==> src/rtl/ram_port_arbiter.sv <==
// Two-master round-robin arbiter for the data RAM port, with optional bus lock,
// forced release after LOCK_MAX locked grants, and registered read-data return.
module ram_port_arbiter #(
  parameter int AW       = 32,
  parameter int DW       = 32,
  parameter int LOCK_MAX = 16
) (
  input  logic            clk,
  input  logic            rst,
  // master 0 (core load/store)
  input  logic            m0_req,
  input  logic            m0_we,
  input  logic [DW/8-1:0] m0_be,
  input  logic [AW-1:0]   m0_addr,
  input  logic [DW-1:0]   m0_wdata,
  input  logic            m0_lock,
  output logic            m0_gnt,
  output logic            m0_rvalid,
  output logic [DW-1:0]   m0_rdata,
  // master 1 (DMA / loader)
  input  logic            m1_req,
  input  logic            m1_we,
  input  logic [DW/8-1:0] m1_be,
  input  logic [AW-1:0]   m1_addr,
  input  logic [DW-1:0]   m1_wdata,
  input  logic            m1_lock,
  output logic            m1_gnt,
  output logic            m1_rvalid,
  output logic [DW-1:0]   m1_rdata,
  // RAM side
  output logic            MemRead,
  output logic            MemWrite,
  output logic [DW/8-1:0] byte_enable,
  output logic [AW-1:0]   mem_addr,
  output logic [DW-1:0]   MEM_w_data,
  input  logic [DW-1:0]   MEM_r_data
);

  localparam logic [7:0] LOCK_MAX_C = 8'(LOCK_MAX);

  typedef enum logic [1:0] {
    IDLE = 2'd0,
    OWN0 = 2'd1,
    OWN1 = 2'd2
  } state_e;

  state_e        state_q, state_d;
  logic          last_served_q, last_served_d;  // 0: M0 served last, 1: M1
  logic [7:0]    lock_cnt_q, lock_cnt_d;
  logic [7:0]    lock_cnt_inc;
  logic          sel_lock;
  logic          m0_rvalid_q, m1_rvalid_q;
  logic [DW-1:0] m0_rdata_q, m1_rdata_q;

  // Grants are suppressed while reset is held, so no access leaks through
  // during reset even though the grant path is combinational.
  always_comb begin
    // NOTE: every always_comb output gets a default first so no latch is inferred.
    m0_gnt = 1'b0;
    m1_gnt = 1'b0;
    if (rst) begin
      unique case (state_q)
        IDLE: begin
          if (m0_req && m1_req) begin
            m0_gnt = last_served_q;
            m1_gnt = !last_served_q;
          end else begin
            m0_gnt = m0_req;
            m1_gnt = m1_req;
          end
        end
        OWN0:    m0_gnt = m0_req;
        OWN1:    m1_gnt = m1_req;
        default: ;
      endcase
    end
  end

  always_comb begin
    MemRead     = 1'b0;
    MemWrite    = 1'b0;
    byte_enable = '0;
    mem_addr    = '0;
    MEM_w_data  = '0;
    sel_lock    = 1'b0;
    if (m0_gnt) begin
      MemRead     = !m0_we;
      MemWrite    = m0_we;
      byte_enable = m0_be;
      mem_addr    = m0_addr;
      MEM_w_data  = m0_wdata;
      sel_lock    = m0_lock;
    end else if (m1_gnt) begin
      MemRead     = !m1_we;
      MemWrite    = m1_we;
      byte_enable = m1_be;
      mem_addr    = m1_addr;
      MEM_w_data  = m1_wdata;
      sel_lock    = m1_lock;
    end
  end

  assign lock_cnt_inc = lock_cnt_q + 8'd1;

  // A locked grant that brings the count up to LOCK_MAX releases the bus, and
  // since last_served now names the owner, the other master wins the next tie.
  always_comb begin
    state_d       = state_q;
    last_served_d = last_served_q;
    lock_cnt_d    = lock_cnt_q;
    if (m0_gnt || m1_gnt) begin
      last_served_d = m1_gnt;
      if (sel_lock && (lock_cnt_inc != LOCK_MAX_C)) begin
        state_d    = m1_gnt ? OWN1 : OWN0;
        lock_cnt_d = lock_cnt_inc;
      end else begin
        state_d    = IDLE;
        lock_cnt_d = 8'd0;
      end
    end
  end

  always_ff @(posedge clk or negedge rst) begin
    if (!rst) begin
      state_q       <= IDLE;
      last_served_q <= 1'b1;
      lock_cnt_q    <= 8'd0;
      m0_rvalid_q   <= 1'b0;
      m1_rvalid_q   <= 1'b0;
      m0_rdata_q    <= '0;
      m1_rdata_q    <= '0;
    end else begin
      // NOTE: registered state uses non-blocking assignments only.
      state_q       <= state_d;
      last_served_q <= last_served_d;
      lock_cnt_q    <= lock_cnt_d;
      m0_rvalid_q   <= m0_gnt && !m0_we;
      m1_rvalid_q   <= m1_gnt && !m1_we;
      if (m0_gnt && !m0_we) m0_rdata_q <= MEM_r_data;
      if (m1_gnt && !m1_we) m1_rdata_q <= MEM_r_data;
    end
  end

  assign m0_rvalid = m0_rvalid_q;
  assign m1_rvalid = m1_rvalid_q;
  assign m0_rdata  = m0_rdata_q;
  assign m1_rdata  = m1_rdata_q;

endmodule

==> config.mk <==
export PLATFORM = sky130hd
export DESIGN_NAME = ram_port_arbiter
export DESIGN_NICKNAME = d
export VERILOG_FILES = /design/src/rtl/ram_port_arbiter.sv
export SDC_FILE = /design/constraint.sdc
export NUM_CORES = 1
export LEC_CHECK = 0
export BUFFER_PORTS_ARGS = -buffer_cell sky130_fd_sc_hd__buf_2
export CORE_ASPECT_RATIO = 0.6
export CORE_MARGIN = 10
export CORE_UTILIZATION = 39
export CTS_BUF_LIST = sky130_fd_sc_hd__clkbuf_16
export CTS_CLUSTER_DIAMETER = 60
export DETAILED_ROUTE_END_ITERATION = 12
export PLACE_DENSITY_LB_ADDON = 0.15
export SLEW_MARGIN = 40
export SYNTH_ARGS = -nofsm -noshare
export SYNTH_HDL_FRONTEND = slang
export SYNTH_SLANG_ARGS = --single-unit
==> constraint.sdc <==
create_clock -name clk -period 2.05 [get_ports clk]
set_clock_uncertainty 0.2 [all_clocks]
set_input_delay 0.3075 -clock clk [delete_from_list [all_inputs] [get_ports clk]]
set_output_delay 0.3075 -clock clk [all_outputs]
set_load 0.05 [all_outputs]
==> results.sh <==
export IMPL_grt_pass1_wl_um=25000
export IMPL_vias=3955
export IMPL_cts_tree="built"
export IMPL_cp_top_family="flip-flops"
export IMPL_path_buf_inv=2
export IMPL_cap_violations=0
export IMPL_synth_fp_nets=472
export IMPL_finalSetupViolations=105
export IMPL_netlist_instances=295
export IMPL_grt_max_degree=75
export IMPL_numCtsBuffers=9
export IMPL_routed_wl_um=17900
export IMPL_first_iter_violations=231
export IMPL_synth_area_um2=3790
export IMPL_fin_crit_ns=2.32
export IMPL_worst_pin_slew_ns=0.649
export IMPL_path_common_cell="buf_12"
export IMPL_grt_usage=0.225
export IMPL_cts_buffer_depth=2
export IMPL_gr_total_overflow=0
export IMPL_nFillCells=637
export IMPL_fin_crit_sh=1.13
export IMPL_holdCritPathClass="in -> reg"
export IMPL_final_nets=811
export IMPL_io_pins=314
export IMPL_dr_pass1_iters=5
export IMPL_maxSlewViolCount=0
export IMPL_fmax_mhz=430
export IMPL_grt_antenna_before_repair=1
export IMPL_syn_area_per_cell_um2=12.9
export IMPL_die_area_um2=14200
export IMPL_cp_end_kind="primary output"
export IMPL_coreArea_um2=9320
export IMPL_diodes=0
export IMPL_port_buffers=313
export IMPL_fin_hold_ws_ns=0.00944
export IMPL_critPathArrivalTime_ns=1.82
export IMPL_layout_commonest_cell="buf_2"
export IMPL_path_class="reg -> out"
export IMPL_clk_latency_ns=0.33
export IMPL_gp_congestion=0.928
export IMPL_start_kind="flip-flop"
export IMPL_ys_seq_area_frac=0.508
export IMPL_crit_chain="nor3b_2, nor2_4, buf_12, a22o_2, buf_12"
export IMPL_ant_nets=0
export IMPL_synth_seq_cells=77
export IMPL_dp_final_hpwl_um=13400
export IMPL_synth_cell_types=35
export IMPL_cp_slowest_stage_delay_ns=0.41
export IMPL_post_route_drc_count=0
export IMPL_wl_per_cell_um=23.3
export IMPL_cts_sinks=77
export IMPL_rows=27
export IMPL_critPathSlowestCell="dfrtp_1"
export IMPL_powerDensity_nw_per_um2=1600
export IMPL_placed_area_um2=5880
export IMPL_initial_core_util=0.407
export IMPL_critPathMaxFanout=42
export IMPL_violations="setup timing"
export IMPL_htree_levels=3
export IMPL_area_growth_synth_to_final_pct=85.0
export IMPL_avgViaCountPerCell=5.14
export IMPL_status="finished with violations"
export IMPL_ys_warn_count=0
export IMPL_finalHoldViolations=0
export IMPL_slew_headroom=0.568
export IMPL_layout_common_cells="buf_2 (240), dfrtp_1 (76), a22o_2 (48), buf_6 (41), mux2_2 (34)"
export IMPL_setup_ws_ns=-0.275
export IMPL_p_leak_nw=3.54
export IMPL_clockRootBuffer="clkbuf_16"
export IMPL_rsz0062_at_grt="yes"
export IMPL_ir_drop_v=0.000999
export IMPL_clkSlewWorstSetupHoldPaths_ns=0.06
export IMPL_fp_dieH_um=96.4
export IMPL_die_w_um=147
export IMPL_fin_area_um2=7020
export IMPL_first_global_vias=4188
export IMPL_cp_data_required_time_ns=1.54
export IMPL_drive_above_1_share=0.736
==> worst reg2reg max path, cell delays in order (launching register included) <==
cell      delay [ns]
dfrtp_1         0.41
nand3b_4        0.18
a21oi_4         0.25
buf_12          0.18
buf_6           0.10
nor2b_4         0.15
buf_12          0.22
mux2_1          0.38
==> layer usage <==
metal	routed length, um	global-route usage	vias to the layer above
met5	13	0	-
met4	353	0.0550	2
met3	1500	0.0798	30
met2	9520	0.401	193
met1	6510	0.257	1924
li1	-	-	1806
==> sequential cells by signal, summed over array words and instances, names as in the netlist <==
signal / cells
m0_rvalid: 1
m1_rvalid: 1
lock_cnt_q: 8
m1_rdata: 32
state_q: 2
m0_rdata: 32
last_served_q: 1
==> worst paths after layout <==
| kind | from | end | slack [ns] | cells after the start |
|---|---|---|---|---|
| worst max-delay path | state_q[0] | mem_addr[28] | -0.27 | 5 |
| worst min-delay path | MEM_r_data[26] | m1_rdata[26] | 0.009 | 2 |
| worst max register to register | state_q[0] | m1_rdata[5] | -0.15 | 7 |
| worst min register to register | m1_rdata[28] | m1_rdata[28] | 0.28 | 1 |
| max in group asynchronous | rst | m0_rdata[7] | 0.67 | 3 |
| min in group asynchronous | rst | state_q[0] | 0.21 | 2 |
==> logic make-up after synthesis <==
group,count (synthesis),share of synthesized area
fa+ha+maj,1,0.00330
flops,77,0.508
simple gates,40,0.0646
compound gates,87,0.193
buf+inv,23,0.0326
mux,67,0.198
==> power by group <==
group          switching [mW]  internal (mW)  total (mW)
clock                   0.623           1.19        1.82
combinational            4.63           2.20        6.83
sequential              0.367           2.22        2.59
total                    5.62           5.62        11.2
==> per-stage QoR <==
| step | util | TNS [ns] | setup slack, ns | instances | total power [mW] |
|---|---|---|---|---|---|
| after floorplan | - | -0.0381 | -0.0381 | 295 | 7.02 |
| after global placement | 0.630 | 0 | 0.0325 | 732 | 8.71 |
| after detailed placement | 0.630 | 0 | 0.0282 | 732 | 8.81 |
| after CTS | 0.727 | -16.93 | -0.244 | 763 | 11.1 |
| after global routing | 0.753 | -27.35 | -0.342 | 769 | 11.7 |
| final | 0.753 | -20.14 | -0.275 | 769 | 11.2 |
==> final cells by class <==
| cell class | count | area (um2) | area share |
|---|---|---|---|
| clock buffer | 9 | 225 | 0.0321 |
| clock inverter | 7 | 123 | 0.0175 |
| inverter | 1 | 3.75 | 0.000535 |
| multi-input combinational | 195 | 1960 | 0.280 |
| sequential | 77 | 1930 | 0.275 |
| tap | 130 | 163 | 0.0232 |
| timing repair buffer | 350 | 2610 | 0.372 |
==> cell usage after synthesis <==
cell      instances  area share
a211o_1           1      0.0023
a211oi_1          1      0.0020
a21o_1            4      0.0079
a21oi_1           4      0.0053
a21oi_4           1      0.0043
a22o_1           69        0.16
and2_4            1      0.0023
and4b_1           1      0.0026
buf_2             3      0.0040
buf_4             3      0.0059
buf_6             3      0.0089
clkbuf_1         13       0.013
dfrtp_1          76        0.50
dfstp_2           1      0.0069
ha_1              1      0.0033
inv_1             1     0.00099
mux2_1           29       0.086
mux2_2           36        0.11
mux2i_1           2      0.0053
nand2_1          11       0.011
nand3_1           3      0.0040
nand3b_4          2       0.011
nor2_1            8      0.0079
nor2b_1           3      0.0049
nor2b_2           1      0.0023
nor3_1            3      0.0040
nor3_2            1      0.0026
nor3b_1           2      0.0040
nor3b_2           1      0.0033
o21ai_0           5      0.0066
o21bai_1          1      0.0020
o22ai_2           1      0.0033
or2_2             1      0.0017
or3_1             1      0.0017
or4_1             1      0.0020
==> repair_timing <==
action                                  in CTS  in global routing
cloned                                       1                  3
hold endpoints to repair                    11                  0
gates resized for setup                    120                 33
buffers inserted                             4                  3
pin swaps                                    2                  5
endpoints found under the setup margin      72                105
hold buffers                                10                  0
Power figures use the tool's default switching activity.
